===== src/rtl/product_accumulator_pkg.sv =====
// Shared types and width helpers for the product accumulator slice.
package product_accumulator_pkg;

   typedef enum logic [1:0] {
      IDLE  = 2'd0,
      ACCUM = 2'd1,
      HOLD  = 2'd2
   } state_t;

   localparam int DEF_DATA_WIDTH = 32;
   localparam int DEF_GUARD_BITS = 8;
   localparam int PROD_WIDTH     = 2 * DEF_DATA_WIDTH;
   localparam int ACC_WIDTH      = PROD_WIDTH + DEF_GUARD_BITS;

   function automatic int prod_width(input int data_width);
      return 2 * data_width;
   endfunction

   function automatic int acc_width(input int data_width, input int guard_bits);
      return prod_width(data_width) + guard_bits;
   endfunction

endpackage


===== src/rtl/product_accumulator_acc_adder.sv =====
// Accumulator adder with carry-out; ACC_SATURATE_EN clamps a carrying sum to all-ones,
// otherwise the sum wraps.
module acc_adder
   import product_accumulator_pkg::*;
#(
   parameter int ACC_W  = ACC_WIDTH,
   parameter int PROD_W = PROD_WIDTH
) (
   input  logic [ACC_W-1:0]  acc,
   input  logic [PROD_W-1:0] product,
   output logic [ACC_W-1:0]  sum,
   output logic              carry
);

   logic [ACC_W:0] raw;

   assign raw   = {1'b0, acc} + (ACC_W + 1)'(product);
   assign carry = raw[ACC_W];

`ifdef ACC_SATURATE_EN
   assign sum = carry ? '1 : raw[ACC_W-1:0];
`else
   assign sum = raw[ACC_W-1:0];
`endif

endmodule


===== src/rtl/product_accumulator.sv =====
// Sums a programmable number of unsigned products and hands the result to the reader
// with a valid/ack handshake. Saturating adds are built with ACC_SATURATE_EN.
module product_accumulator
   import product_accumulator_pkg::*;
#(
   parameter int DATA_WIDTH = DEF_DATA_WIDTH,
   parameter int GUARD_BITS = DEF_GUARD_BITS,
   parameter int CNT_WIDTH  = 8
) (
   input  logic                                     clk,
   input  logic                                     reset,
   input  logic                                     clear,
   input  logic [CNT_WIDTH-1:0]                     num_terms,
   input  logic [prod_width(DATA_WIDTH)-1:0]        in_product,
   input  logic                                     in_valid,
   output logic                                     in_ready,
   output logic [acc_width(DATA_WIDTH,GUARD_BITS)-1:0] out_sum,
   output logic                                     out_valid,
   input  logic                                     out_ack,
   output logic                                     busy,
   output logic                                     drop_err,
   output logic                                     overflow
);

   localparam int PW = prod_width(DATA_WIDTH);
   localparam int AW = acc_width(DATA_WIDTH, GUARD_BITS);

   state_t               state, state_nxt;
   logic [AW-1:0]        acc, acc_nxt, add_sum;
   logic [CNT_WIDTH-1:0] cnt, cnt_nxt, terms, terms_nxt, cnt_inc, eff_terms;
   logic                 drop_nxt, ovf_nxt, add_carry, start;

   acc_adder #(.ACC_W(AW), .PROD_W(PW)) u_acc_adder (
      .acc    (acc),
      .product(in_product),
      .sum    (add_sum),
      .carry  (add_carry)
   );

   // Ack frees the slot in the same cycle so a new first term can enter back-to-back.
   assign in_ready  = (state != HOLD) | out_ack;
   assign out_valid = (state == HOLD);
   assign busy      = (state != IDLE);
   assign out_sum   = acc;
   assign cnt_inc   = cnt + CNT_WIDTH'(1);
   assign eff_terms = (num_terms == '0) ? CNT_WIDTH'(1) : num_terms;

   always_comb begin
      // NOTE: every value produced here gets a default first, so no latch is inferred.
      state_nxt = state;
      acc_nxt   = acc;
      cnt_nxt   = cnt;
      terms_nxt = terms;
      drop_nxt  = drop_err | (in_valid & ~in_ready);
      ovf_nxt   = overflow;
      start     = 1'b0;

      unique case (state)
         IDLE:  start = in_valid;
         ACCUM: begin
            if (in_valid) begin
               acc_nxt = add_sum;
               cnt_nxt = cnt_inc;
               ovf_nxt = overflow | add_carry;
               if (cnt_inc == terms) state_nxt = HOLD;
            end
         end
         HOLD: begin
            if (out_ack) begin
               state_nxt = IDLE;
               start     = in_valid;
            end
         end
         default: state_nxt = IDLE;
      endcase

      if (start) begin
         acc_nxt   = AW'(in_product);
         cnt_nxt   = CNT_WIDTH'(1);
         terms_nxt = eff_terms;
         state_nxt = (eff_terms == CNT_WIDTH'(1)) ? HOLD : ACCUM;
      end
   end

   always_ff @(posedge clk) begin
      // NOTE: state registers use non-blocking assignments so every flop samples pre-edge values.
      if (reset || clear) begin
         state    <= IDLE;
         acc      <= '0;
         cnt      <= '0;
         terms    <= '0;
         drop_err <= 1'b0;
         overflow <= 1'b0;
      end else begin
         state    <= state_nxt;
         acc      <= acc_nxt;
         cnt      <= cnt_nxt;
         terms    <= terms_nxt;
         drop_err <= drop_nxt;
         overflow <= ovf_nxt;
      end
   end

endmodule


===== config.mk =====
export PLATFORM = sky130hd
export DESIGN_NAME = product_accumulator
export DESIGN_NICKNAME = d
export VERILOG_FILES = /design/src/rtl/product_accumulator_pkg.sv /design/src/rtl/product_accumulator_acc_adder.sv /design/src/rtl/product_accumulator.sv
export SDC_FILE = /design/constraint.sdc
export NUM_CORES = 1
export LEC_CHECK = 0
export BUFFER_PORTS_ARGS = -buffer_cell sky130_fd_sc_hd__buf_4
export CORE_ASPECT_RATIO = 1.4
export CORE_MARGIN = 8
export CORE_UTILIZATION = 48
export CTS_BUF_LIST = sky130_fd_sc_hd__clkbuf_4
export CTS_CLUSTER_DIAMETER = 80
export DETAILED_ROUTE_END_ITERATION = 10
export PLACE_DENSITY = 0.71
export SYNTH_ARGS = -nofsm -noshare
export SYNTH_HDL_FRONTEND = slang
export SYNTH_SLANG_ARGS = --single-unit

===== constraint.sdc =====
create_clock -name clk -period 4.55 [get_ports clk]
set_clock_uncertainty 0.15 [all_clocks]
set_input_delay 1.365 -clock clk [delete_from_list [all_inputs] [get_ports clk]]
set_output_delay 1.365 -clock clk [all_outputs]
set_load 0.01 [all_outputs]

==> impl_results.md, run 1 <==
* Buffers added on ports at 153
* Worst reg-to-reg setup slack at between 1000 and 1500 ps
* Final wirelength at around 26 mm
* Count leader, synth: sky130_fd_sc_hd__a21oi_1
* Worst flop-to-flop path endpoint: out_sum[58]$_SDFFE_PP0P_
* Normalized max-slew margin at 0.288
* Crit. Startpoint: in_product[0]
* Total clock buffers created by CTS at 9
* Pre-Repair DR Iteration Count at 5
* Clock transition at the registers of the reported paths at 160 ps
* Clock network latency to the later pin of the worst-skew pair at approximately 520 ps
* Net count of the mapped netlist at about 1.2k
* Nets@finish at 1347
* Synth cell types at 72
* Max-slew violation count at 0
* Mean instance size in the synthesized netlist at roughly 7.3 µm²
* Post-synth top area share at 0.235
* Number of nets still failing antenna checks after routing at 0
* Layout-stage area growth over the synthesis result at 18.7%
* Post-detailed-placement half-perimeter wirelength at 20.0 mm
* Kind of capture point of the worst setup path: flip-flop
* Clock sink total at 92
* Switching share of power at 0.387
* Fraction of layout instances using a drive strength above 1 at 0.176
* Ys flop type: sky130_fd_sc_hd__dfxtp_1
* Share of synthesized area occupied by flip-flops and latches at 0.235
* Number of synthesized flops with an enable pin at 0
* Clock network fraction of total power at 0.219
* Number of primary I/O pins at 154
* Last weighted congestion value of the routability-driven placer at 0.959
* Number of flip-flops and latches in the synthesized netlist at 92
* Ordered cell list for the critical path: buf_4, ha_1, fa_1, a211oi_1, nor3_1, o21ai_0, a31oi_1, or2_1, a31oi_1, o21a_1, o21ai_0, a211o_1
* Total met2 wirelength after detailed routing at roughly 13 mm
* Dominant cells by area after synthesis: sky130_fd_sc_hd__dfxtp_1 (23%), sky130_fd_sc_hd__ha_1 (10%), sky130_fd_sc_hd__a21oi_1 (9.6%)
* Die width at between 100 and 150 µm
* Initial Utilization at 0.487
* Slowest cell delay on critical path at 430 ps
* Leakage power at about 3.9 nW
* Post-cts hold buffer count at 0
* Global-route wire length before repair at 42.8 mm
* Cell chosen for the clock root: sky130_fd_sc_hd__clkbuf_4
* Type of the worst setup path: in -> reg
* Met3 wire length at 1.46 mm
* Slew at the pin closest to its max-slew limit at 1070 ps
* Synth Instances at 1074
* Yosys top cell by area: sky130_fd_sc_hd__dfxtp_1
* Leading cell types by count after synthesis: sky130_fd_sc_hd__a21oi_1 (150), sky130_fd_sc_hd__nand2_1 (147), sky130_fd_sc_hd__nor2_1 (98)
* Achievable clock frequency at 0.258 GHz
* Vertical extent of the die at between 150 and 200 µm
* Smallest setup slack after layout at 671 ps
* Final count of hold timing violations at 0
* Remaining design rule violation count at 0
* DIE AREA at 20800 µm²
* Buffer and inverter count on the worst path at 1
* Placeable core region at 16100 µm²
* Finish-stage setup viols at 0
* Register share of total power at 0.429
* Gates resized, CTS repair at 0
* Number of rows in the core area at 55
* Element type at the critical path start: primary input
* Signal arrival time at the worst endpoint at roughly 4200 ps
* Cell Int Power at 0.00124 W
* Worst hold slack after final layout at about 330 ps
* Number of max-cap violations at 0
* Slowest cell on the critical path: sky130_fd_sc_hd__fa_1
* Crit Reg-Reg Startpoint: out_sum[0]$_SDFFE_PP0P_
* CP top delay family: compound AO/OA/AOI/OAI gates
* Setup total negative slack at 0 ps
* Post-Syn Area at 7850 µm²
* Async set-reset flop share out of synthesis at 0
* Global-route usage over all layers at 0.253
* Initial antenna violation count at 1
* Total net switching power at around 0.0008 W
* Final routed wire length divided by cell count at 18.5 µm
* Period Utilization, post-route at 0.853
* Part of the total power dissipated in combinational logic at 0.352
* Cells on worst reg2reg path at 11
* Hold WC Path Type: reg -> reg
* Number of cells traversed by the worst hold path at 2
* Maximum clock path buffer count at 2
* Post CTS Setup Buffer Count at 0
* PD cells at 217 nW/µm²
* Post-route minimum period at 3880 ps
* Routed met1 length at 10.6 mm
* Worst Hold Endpoint: terms[7]$_SDFFE_PP0P_
* Total of warnings raised by yosys at 0
* Post-placement worst setup slack at 135 ps
* Worst voltage drop across the vdd grid at 111 µV
* Via count at 8550
* Startpoint of the most critical hold path: terms[7]$_SDFFE_PP0P_
* Highest metal layer with signal wires: met4
* CTS tree: built
* Finished Core Util at 0.578
* Via density per instance at 6.08
* Global route total overflow at 0
* Vias in the first global route at approximately 8.6k
* Worst Path Required at between 4000 and 5000 ps
* DRC violation total after the first TritonRoute iteration at 425
* Outcome: finished, final reports clean
* Pin count of the biggest net entering global routing at 55
* Depth of the CTS H-tree at 3
* Maximum net fanout on the critical path at 4
* RSZ-0062 raised after global routing: no
worst max-delay path by stage:
stage	endpoint	slack (ps)	cells past startpoint
floorplan	out_sum[58]$_SDFFE_PP0P_	540	11
global placement	out_sum[60]$_SDFFE_PP0P_	170	13
detailed placement	out_sum[58]$_SDFFE_PP0P_	140	12
CTS	out_sum[58]$_SDFFE_PP0P_	700	12
global route	out_sum[58]$_SDFFE_PP0P_	480	12
finish	out_sum[58]$_SDFFE_PP0P_	670	12
metrics by stage:
step | power, W | instances | instance area, µm²
6_report | 0.00202 | 1407 | 9310
5_1_grt | 0.00214 | 1407 | 9310
4_1_cts | 0.00202 | 1406 | 9310
3_5_place_dp | 0.00159 | 1392 | 9200
3_3_place_gp | 0.00158 | 1392 | 9200
2_1_floorplan | 0.00134 | 1074 | 7850
area by class of cell:
| cell class | instances | area (µm²) |
|---|---|---|
| fillers | 1686 | 6790 |
| multi-input cells | 904 | 5710 |
| flip-flops and latches | 92 | 1840 |
| repair buffers | 178 | 1340 |
| well taps | 199 | 249 |
| inverters | 19 | 71.3 |
| clock buffers | 9 | 67.6 |
| clock inverters | 5 | 38.8 |
| diodes | 1 | 2.50 |
power groups by stage:
stage,logic [W],clock network [W],registers [W]
floorplan,0.000448,0,0.000890
finish,0.000710,0.000443,0.000866
detailed placement,0.000703,0,0.000883
CTS,0.000707,0.000450,0.000866
global placement,0.000699,0,0.000883
global route,0.000788,0.000477,0.000871
flip-flops by register name, indices dropped and copies added, names as in the netlist:
register	cells
out_sum	72
cnt	8
terms	8
state	2
drop_err	1
overflow	1
cell usage in the layout, fill, tap and decap left out, types with 9 or more instances in the layout:
cell                       instances
sky130_fd_sc_hd__xnor2_1          43
sky130_fd_sc_hd__nand2_1         146
sky130_fd_sc_hd__o21a_1           11
sky130_fd_sc_hd__a21o_1           24
sky130_fd_sc_hd__ha_1             65
sky130_fd_sc_hd__xor2_1           33
sky130_fd_sc_hd__o211ai_1         14
sky130_fd_sc_hd__nand4_1          23
sky130_fd_sc_hd__nand3_1          29
sky130_fd_sc_hd__a31oi_1          13
sky130_fd_sc_hd__nor3_1           21
sky130_fd_sc_hd__a311oi_1         19
sky130_fd_sc_hd__buf_4           178
sky130_fd_sc_hd__inv_1            19
sky130_fd_sc_hd__clkbuf_4          9
sky130_fd_sc_hd__o221ai_1         14
sky130_fd_sc_hd__dfxtp_1          92
sky130_fd_sc_hd__a21oi_1         150
sky130_fd_sc_hd__nor2_1           97
sky130_fd_sc_hd__o21ai_0          65
sky130_fd_sc_hd__a22oi_1          10
sky130_fd_sc_hd__o21bai_1         10
layer usage:
layer,GRT usage,vias to the layer above
li1,-,4220
met4,0.131,0
met1,0.295,4009
met5,0,-
met2,0.431,258
met3,0.0390,63
tightest hold or removal path: cells and delay by family (launching register included):
family	cells	cell delay, ps
flip-flops	1	350
AO/OA/AOI/OAI	1	50
AND/OR/NAND/NOR	1	50
kinds of logic after synthesis:
logic type | after synthesis | share of synthesized area
fa+ha+maj | 66 | 0.106
mux | 4 | 0.00510
buf+inv | 78 | 0.0392
xor+xnor | 76 | 0.0848
simple gates | 372 | 0.216
flops | 92 | 0.235
compound gates | 386 | 0.314
No activity file was read; power rests on OpenSTA's default activity.
==> run 2: changes to the inputs <==
--- a/config.mk
+++ b/config.mk
@@ -9,7 +9,7 @@
 export CORE_ASPECT_RATIO = 1.4
 export CORE_MARGIN = 8
 export CORE_UTILIZATION = 48
-export CTS_BUF_LIST = sky130_fd_sc_hd__clkbuf_4
+export CTS_BUF_LIST = sky130_fd_sc_hd__clkbuf_8
 export CTS_CLUSTER_DIAMETER = 80
 export DETAILED_ROUTE_END_ITERATION = 10
 export PLACE_DENSITY = 0.71
==> run 2 against run 1 <==
Net effect:
- sequential share of layout area down 0.11 points
- clock power up 21%
- highest routed layer unchanged
- sequential cell count unchanged
==> impl_results.md, run 2 (synthesis results as in run 1) <==
* DRC violation total after the first TritonRoute iteration at 440 (+3.5%)
* Element type at the critical path start: primary input
* Pre-Repair DR Iteration Count at 5 (unchanged)
* Most common cell after layout, fill and taps aside: sky130_fd_sc_hd__buf_4
* Most utilized layer in the global route result: met2
* Nets@finish at 1347 (unchanged)
* Layout-stage area growth over the synthesis result at 19.3%
* Clock network latency to the later pin of the worst-skew pair at 380 ps (-140 ps)
* Gates resized, CTS repair at 0 (unchanged)
* Number of max-cap violations at 0 (unchanged)
* Clock transition at the registers of the reported paths at 100 ps (-60 ps)
* Smallest setup slack after layout at 534 ps (-137 ps)
* Hold WC Path Type: reg -> reg
* Depth of the CTS H-tree at 3 (unchanged)
* Kind of capture point of the worst setup path: flip-flop
* Worst Path Required at 4680 ps (-150 ps)
* Vertical extent of the die at 167 µm (unchanged)
* Highest-count cells in the layout ignoring fill and taps: sky130_fd_sc_hd__buf_4 (178), sky130_fd_sc_hd__a21oi_1 (150), sky130_fd_sc_hd__nand2_1 (146)
* Global routing usage on met1 at 0.294 (-0.000809)
* Number of primary I/O pins at 154 (unchanged)
* Number of nets still failing antenna checks after routing at 0 (unchanged)
* Initial antenna violation count at 0 (-1)
* Placeable core region at 16100 µm² (unchanged)
* Signal arrival time at the worst endpoint at 4140 ps (-20 ps)
* DIE AREA at 20800 µm² (unchanged)
* Global route total overflow at 0 (unchanged)
* Number of flip-flops in the largest register at 72 (unchanged)
* Via count at 8549 (-0.012%)
* Max-slew violation count at 0 (unchanged)
* Global-route wire length before repair at 42.9 mm (+0.27%)
* Post-route minimum period at 4020 ps (+137 ps)
* Worst voltage drop across the vdd grid at 116 µV (+4.2%)
* Outcome: finished, final reports clean
* Post-detailed-placement half-perimeter wirelength at 20.0 mm (unchanged)
* CTS tree: built
* Final wirelength at 26.1 mm (+0.16%)
* Last weighted congestion value of the routability-driven placer at 0.959 (unchanged)
* Achievable clock frequency at 0.249 GHz (-3.4%)
* Final routed wire length divided by cell count at 18.6 µm (+0.23%)
* Slew at the pin closest to its max-slew limit at 1080 ps (+12.1 ps)
* Post CTS Setup Buffer Count at 0 (unchanged)
* Inst Count DP at 1392 (unchanged)
* Via density per instance at 6.08 (about the same)
* Remaining design rule violation count at 0 (unchanged)
* Number of rows in the core area at 55 (unchanged)
* Post-cts hold buffer count at 0 (unchanged)
* Fraction of layout instances using a drive strength above 1 at 0.176 (unchanged)
* Number of cells in the finished layout apart from fillers at 1406 (-0.071%)
* Final count of hold timing violations at 0 (unchanged)
* PD cells at 225 nW/µm² (+3.9%)
* Cell chosen for the clock root: sky130_fd_sc_hd__clkbuf_8
* Type of the worst setup path: in -> reg
* Grt met3 use at 0.0330 (-0.00606)
* Setup total negative slack at 0 ps (unchanged)
* Pin count of the biggest net entering global routing at 55 (unchanged)
* Total clock buffers created by CTS at 9 (unchanged)
* Buffers added on ports at 153 (unchanged)
* Global-route usage over all layers at 0.252 (-0.000896)
* Clock sink total at 92 (unchanged)
* Initial Utilization at 0.487 (unchanged)
* Total inserted antenna cells at 0 (-1)
* Normalized max-slew margin at 0.280 (-0.00804)
* Maximum clock path buffer count at 2 (unchanged)
* Met2 demand-to-capacity share in global routing at 0.435 (+0.00397)
* Die width at 124 µm (unchanged)
* Post-placement worst setup slack at 135 ps (unchanged)
* Maximum net fanout on the critical path at 4 (unchanged)
* Finish-stage setup viols at 0 (unchanged)
* Worst reg-to-reg setup slack at 1300 ps (+20 ps)
* Leakage power at 3.96 nW (+0.59%)
* Vias in the first global route at 8690 (+0.59%)
* RSZ-0062 raised after global routing: no
* Period Utilization, post-route at 0.883 (+0.0302)
==> run 2: cell types whose count changed in the layout (fill, tap and decap cells not counted), sizes merged <==
cell / delta
diode: -1
==> run 2: area by class of cell <==
| class | instances | area (µm²) |
|---|---|---|
| timing repair buffer | 178 | 1340 |
| clock buffer | 9 | 124 |
| fill | 1674 | 6740 |
| multi-input combinational | 904 | 5710 |
| sequential | 92 | 1840 |
| tap | 199 | 249 |
| clock inverter | 5 | 38.8 |
| inverter | 19 | 71.3 |
==> run 2: per-stage QoR <==
step | hold WS (ps) | utilization | area (µm²) | total power (W)
finish | 323 | 0.582 | 9370 | 0.00211
global route | 356 | 0.582 | 9370 | 0.00223
CTS | 325 | 0.582 | 9370 | 0.00212
detailed placement | 308 | 0.572 | 9200 | 0.00159
global placement | 300 | 0.572 | 9200 | 0.00158
floorplan | 298 | - | 7850 | 0.00134
==> run 2: worst max-delay path: stages <==
cell                       delay, ps
sky130_fd_sc_hd__buf_4           110
sky130_fd_sc_hd__ha_1            230
sky130_fd_sc_hd__fa_1            430
sky130_fd_sc_hd__a211oi_1        350
sky130_fd_sc_hd__nor3_1          160
sky130_fd_sc_hd__o21ai_0         180
sky130_fd_sc_hd__buf_4           170
sky130_fd_sc_hd__nand3_1         130
sky130_fd_sc_hd__a211oi_1        280
sky130_fd_sc_hd__nor2_1          140
sky130_fd_sc_hd__a221oi_1        330
sky130_fd_sc_hd__xor2_1          180
sky130_fd_sc_hd__a21oi_1          80
==> run 2: routing by layer <==
layer  vias up  share of wire
li1       4223              -
met1      4011           0.41
met2       252           0.50
met3        63          0.054
met4         0          0.042
met5         -              0
==> run 2: path summary, 6_finish.rpt <==
kind                            cells past startpoint               startpoint                  endpoint
worst max register to register                     12  out_sum[0]$_SDFFE_PP0P_  out_sum[60]$_SDFFE_PP0P_
worst min-delay path                                2    terms[7]$_SDFFE_PP0P_     terms[7]$_SDFFE_PP0P_
worst min register to register                      2    terms[7]$_SDFFE_PP0P_     terms[7]$_SDFFE_PP0P_
worst max-delay path                               13            in_product[0]  out_sum[60]$_SDFFE_PP0P_
==> run 2: power breakdown <==
group          internal, W  switching [W]
logic             0.000289       0.000423
clock network     0.000197       0.000336
registers         0.000837      0.0000284
==> run 3: changes to the inputs <==
--- a/config.mk
+++ b/config.mk
@@ -15,4 +15,5 @@
 export PLACE_DENSITY = 0.71
 export SYNTH_ARGS = -nofsm -noshare
 export SYNTH_HDL_FRONTEND = slang
+export SYNTH_HIERARCHICAL = 1
 export SYNTH_SLANG_ARGS = --single-unit
==> run 3 against run 2 <==
Net effect:
- design area up 0.84%
- via count down 2.7%
- combinational power decreased by 14%
- count of clock-buffer cells in the layout increased by 1
- final cell count is 1.7% lower
- critical endpoint is now out_sum[48]$_SDFFE_PP0P_
- sequential share of layout area down 0.16 points
- die area is 0.92% higher
- sequential power is 2% lower
- synthesized cell count down 2.0%
- wire length shrank 8.1%
==> impl_results.md, run 3 <==
* RSZ-0062 raised after global routing: no
* Total net switching power at 0.000707 W (-10%)
* Number of cells traversed by the worst hold path at 2 (unchanged)
* CP top delay family: compound AO/OA/AOI/OAI gates
* Post-detailed-placement cell area at 9240 µm² (+0.35%)
* Smallest setup slack after layout at 350 ps (-184 ps)
* Number of nets still failing antenna checks after routing at 0 (unchanged)
* Cell chosen for the clock root: sky130_fd_sc_hd__clkbuf_8
* Vias in the first global route at 8275 (-4.8%)
* Clock sink total at 92 (unchanged)
* Synth Instances at 1053 (-2.0%)
* Via density per instance at 6.02 (-1.1%)
* Part of the total power dissipated in combinational logic at 0.294 (-0.043)
* Async set-reset flop share out of synthesis at 0 (unchanged)
* Last weighted congestion value of the routability-driven placer at 0.958 (-0.14%)
* Number of flip-flops and latches in the synthesized netlist at 92 (unchanged)
* Setup total negative slack at 0 ps (unchanged)
* Initial Utilization at 0.490 (+0.00295)
* Mean instance size in the synthesized netlist at 7.53 µm² (+3.1%)
* Clock network latency to the later pin of the worst-skew pair at 390 ps (about the same)
* Fraction of layout instances using a drive strength above 1 at 0.194 (+0.0171)
* Number of synthesized flops with an enable pin at 0 (unchanged)
* Ys flop type: sky130_fd_sc_hd__dfxtp_1
* Period Utilization, post-route at 0.923 (+0.0404)
* Clock transition at the registers of the reported paths at 100 ps (about the same)
* Net count of the mapped netlist at 1196 (-1.7%)
* Die width at 125 µm (+0.45%)
* Number of max-cap violations at 0 (unchanged)
* Total of warnings raised by yosys at 6 (+6)
* Final wirelength at 24.0 mm (-8.1%)
* Total inserted antenna cells at 0 (unchanged)
* Post-route minimum period at 4200 ps (+184 ps)
* Clock network fraction of total power at 0.295 (+0.042)
* Maximum clock path buffer count at 2 (unchanged)
* Via count at 8314 (-2.7%)
* PD cells at 220 nW/µm² (-2.5%)
* Library cell appearing most often on the critical path: sky130_fd_sc_hd__a21oi_1
* Vertical extent of the die at 168 µm (+0.47%)
* Post CTS Setup Buffer Count at 0 (unchanged)
* Buffers added on ports at 153 (unchanged)
* Cell Int Power at 0.00137 W (+3.3%)
* Worst hold slack after final layout at 323 ps (+0.475 ps)
* Nets@finish at 1321 (-1.9%)
* Post-detailed-placement half-perimeter wirelength at 18.8 mm (-6.2%)
* Gates resized, CTS repair at 0 (unchanged)
* Element type at the critical path start: primary input
* Normalized max-slew margin at 0.443 (+0.163)
* Ordered cell list for the critical path: buf_4, ha_1, fa_1, a211oi_1, o2111ai_1, a21oi_1, a21oi_2, o21ai_1, a21oi_1, a21oi_1, o21ai_1, xor2_1, a22oi_1, a21oi_1
* Yosys top cell by area: sky130_fd_sc_hd__dfxtp_1
* Dominant cells by area after synthesis: sky130_fd_sc_hd__dfxtp_1 (23%), sky130_fd_sc_hd__a21oi_1 (10%), sky130_fd_sc_hd__ha_1 (10%)
* DRC violation total after the first TritonRoute iteration at 492 (+12%)
* Slowest cell delay on critical path at 410 ps (-20 ps)
* Worst Path Required at 4670 ps (about the same)
* CTS tree: built
* Remaining design rule violation count at 0 (unchanged)
* Final cell area excluding filler cells at 9450 µm² (+0.84%)
* Number of filler cells placed in the layout at 1583 (-5.4%)
* Final count of hold timing violations at 0 (unchanged)
* Finish-stage setup viols at 0 (unchanged)
* Layout-stage area growth over the synthesis result at 19.1%
* Depth of the CTS H-tree at 3 (unchanged)
* Slew at the pin closest to its max-slew limit at 836 ps (-245 ps)
* Placeable core region at 16200 µm² (+0.43%)
* Post-placement worst setup slack at -33.5 ps (-169 ps)
* Type of the worst setup path: in -> reg
* Hold WC Path Type: reg -> reg
* Number of rows in the core area at 55 (unchanged)
* Outcome: finished, final reports clean
* Finished Core Util at 0.584 (+0.00240)
* Max-slew violation count at 0 (unchanged)
* Share of synthesized area occupied by flip-flops and latches at 0.232 (-0.00241)
* Number of flip-flops in the largest register at 72 (unchanged)
* Leakage power at 4.12 nW (+4.1%)
* Maximum net fanout on the critical path at 4 (unchanged)
* Cells on worst reg2reg path at 13 (+1)
* Signal arrival time at the worst endpoint at 4320 ps (+180 ps)
* Register share of total power at 0.411 (about the same)
* Pre-Repair DR Iteration Count at 5 (unchanged)
* Global route total overflow at 0 (unchanged)
* Post-synth top area share at 0.232 (-0.00241)
* Initial antenna violation count at 0 (unchanged)
* DIE AREA at 20900 µm² (+0.92%)
* Crit path depth at 14 (+1)
* Post-cts hold buffer count at 0 (unchanged)
* Count leader, synth: sky130_fd_sc_hd__a21oi_1
* Slowest cell on the critical path: sky130_fd_sc_hd__fa_1
* Leading cell types by count after synthesis: sky130_fd_sc_hd__a21oi_1 (164), sky130_fd_sc_hd__nand2_1 (161), sky130_fd_sc_hd__dfxtp_1 (92)
* Global-route usage over all layers at 0.222 (-0.0300)
* Pin count of the biggest net entering global routing at 73 (+33%)
* Achievable clock frequency at 0.238 GHz (-4.4%)
* Worst voltage drop across the vdd grid at 159 µV (+37%)
* Highest-count cells in the layout ignoring fill and taps: sky130_fd_sc_hd__buf_4 (185), sky130_fd_sc_hd__a21oi_1 (164), sky130_fd_sc_hd__nand2_1 (161)
* Switching share of power at 0.341 (-0.0321)
* Number of primary I/O pins at 154 (unchanged)
* Kind of capture point of the worst setup path: flip-flop
* Global-route wire length before repair at 39.8 mm (-7.3%)
* Final routed wire length divided by cell count at 17.4 µm (-6.5%)
* Synth cell types at 79 (+9.7%)
* Total clock buffers created by CTS at 9 (unchanged)
* Most common cell after layout, fill and taps aside: sky130_fd_sc_hd__buf_4
* Buffer and inverter count on the worst path at 1 (-1)
* Post-Syn Area at 7930 µm² (+1.0%)
[run 3: changes by cell type after synthesis, sizes merged, moves of 12 or more]
cell    delta
a22oi     +55
nor2      -46
o21ai     -21
a21oi     +17
a311oi    -14
nand3     -13
o221ai    -13
nand2     +12
nor3      -12
[run 3: power by group through the flow]
stage	Combinational, W	Clock [W]	Sequential, W
after floorplan	0.000392	0	0.000875
after global placement	0.000601	0	0.000870
after detailed placement	0.000605	0	0.000870
after CTS	0.000609	0.000630	0.000852
after global routing	0.000672	0.000654	0.000856
final	0.000610	0.000612	0.000852
[run 3: layer usage]
layer | wire (µm) | GRT usage | vias to the layer above | share of wire
li1 | - | - | 4116 | -
met1 | 9600 | 0.237 | 3912 | 0.40
met2 | 12400 | 0.417 | 238 | 0.52
met3 | 1240 | 0.0390 | 48 | 0.052
met4 | 720 | 0.0977 | 0 | 0.030
met5 | 0 | 0 | - | 0
[run 3: through the flow]
stage          total power [W]  instances
3_5_place_dp           0.00148       1366
2_1_floorplan          0.00127       1053
6_report               0.00207       1382
5_1_grt                0.00218       1382
4_1_cts                0.00209       1382
3_3_place_gp           0.00147       1366
[run 3: cells by family (layout without fill, tap and decap cells)]
family | Yosys count | after routing | share of synthesized area
AO/OA/AOI/OAI | 403 | 403 | 0.328
buffers and inverters | 94 | 224 | 0.0551
XOR/XNOR | 81 | 81 | 0.0895
AND/OR/NAND/NOR | 317 | 317 | 0.191
flip-flops | 92 | 92 | 0.232
adder cells (fa/ha/maj) | 66 | 66 | 0.105
[run 3: path summary, 6_finish.rpt]
path,startpoint,end,slack [ps]
setup / recovery,in_product[0],out_sum[48]$_SDFFE_PP0P_,350
hold / removal,overflow$_SDFFE_PP0P_,overflow$_SDFFE_PP0P_,320
setup reg to reg,out_sum[0]$_SDFFE_PP0P_,out_sum[48]$_SDFFE_PP0P_,1080
hold reg to reg,overflow$_SDFFE_PP0P_,overflow$_SDFFE_PP0P_,320
[run 3: final cells by class]
class / instances / area (µm²) / share of cell area
clock buffer: 10 / 138 / 0.0146
clock inverter: 6 / 71.3 / 0.00755
inverter: 22 / 82.6 / 0.00874
multi-input combinational: 867 / 5650 / 0.599
sequential: 92 / 1840 / 0.195
tap: 199 / 249 / 0.0264
timing repair buffer: 186 / 1410 / 0.149
[run 3: tightest hold or removal path: cells and delay by family (launching register included)]
kind	cells	cell delay, ps
DFF	1	340
and+or+nand+nor	1	60
AOI/OAI and AO/OA	1	40
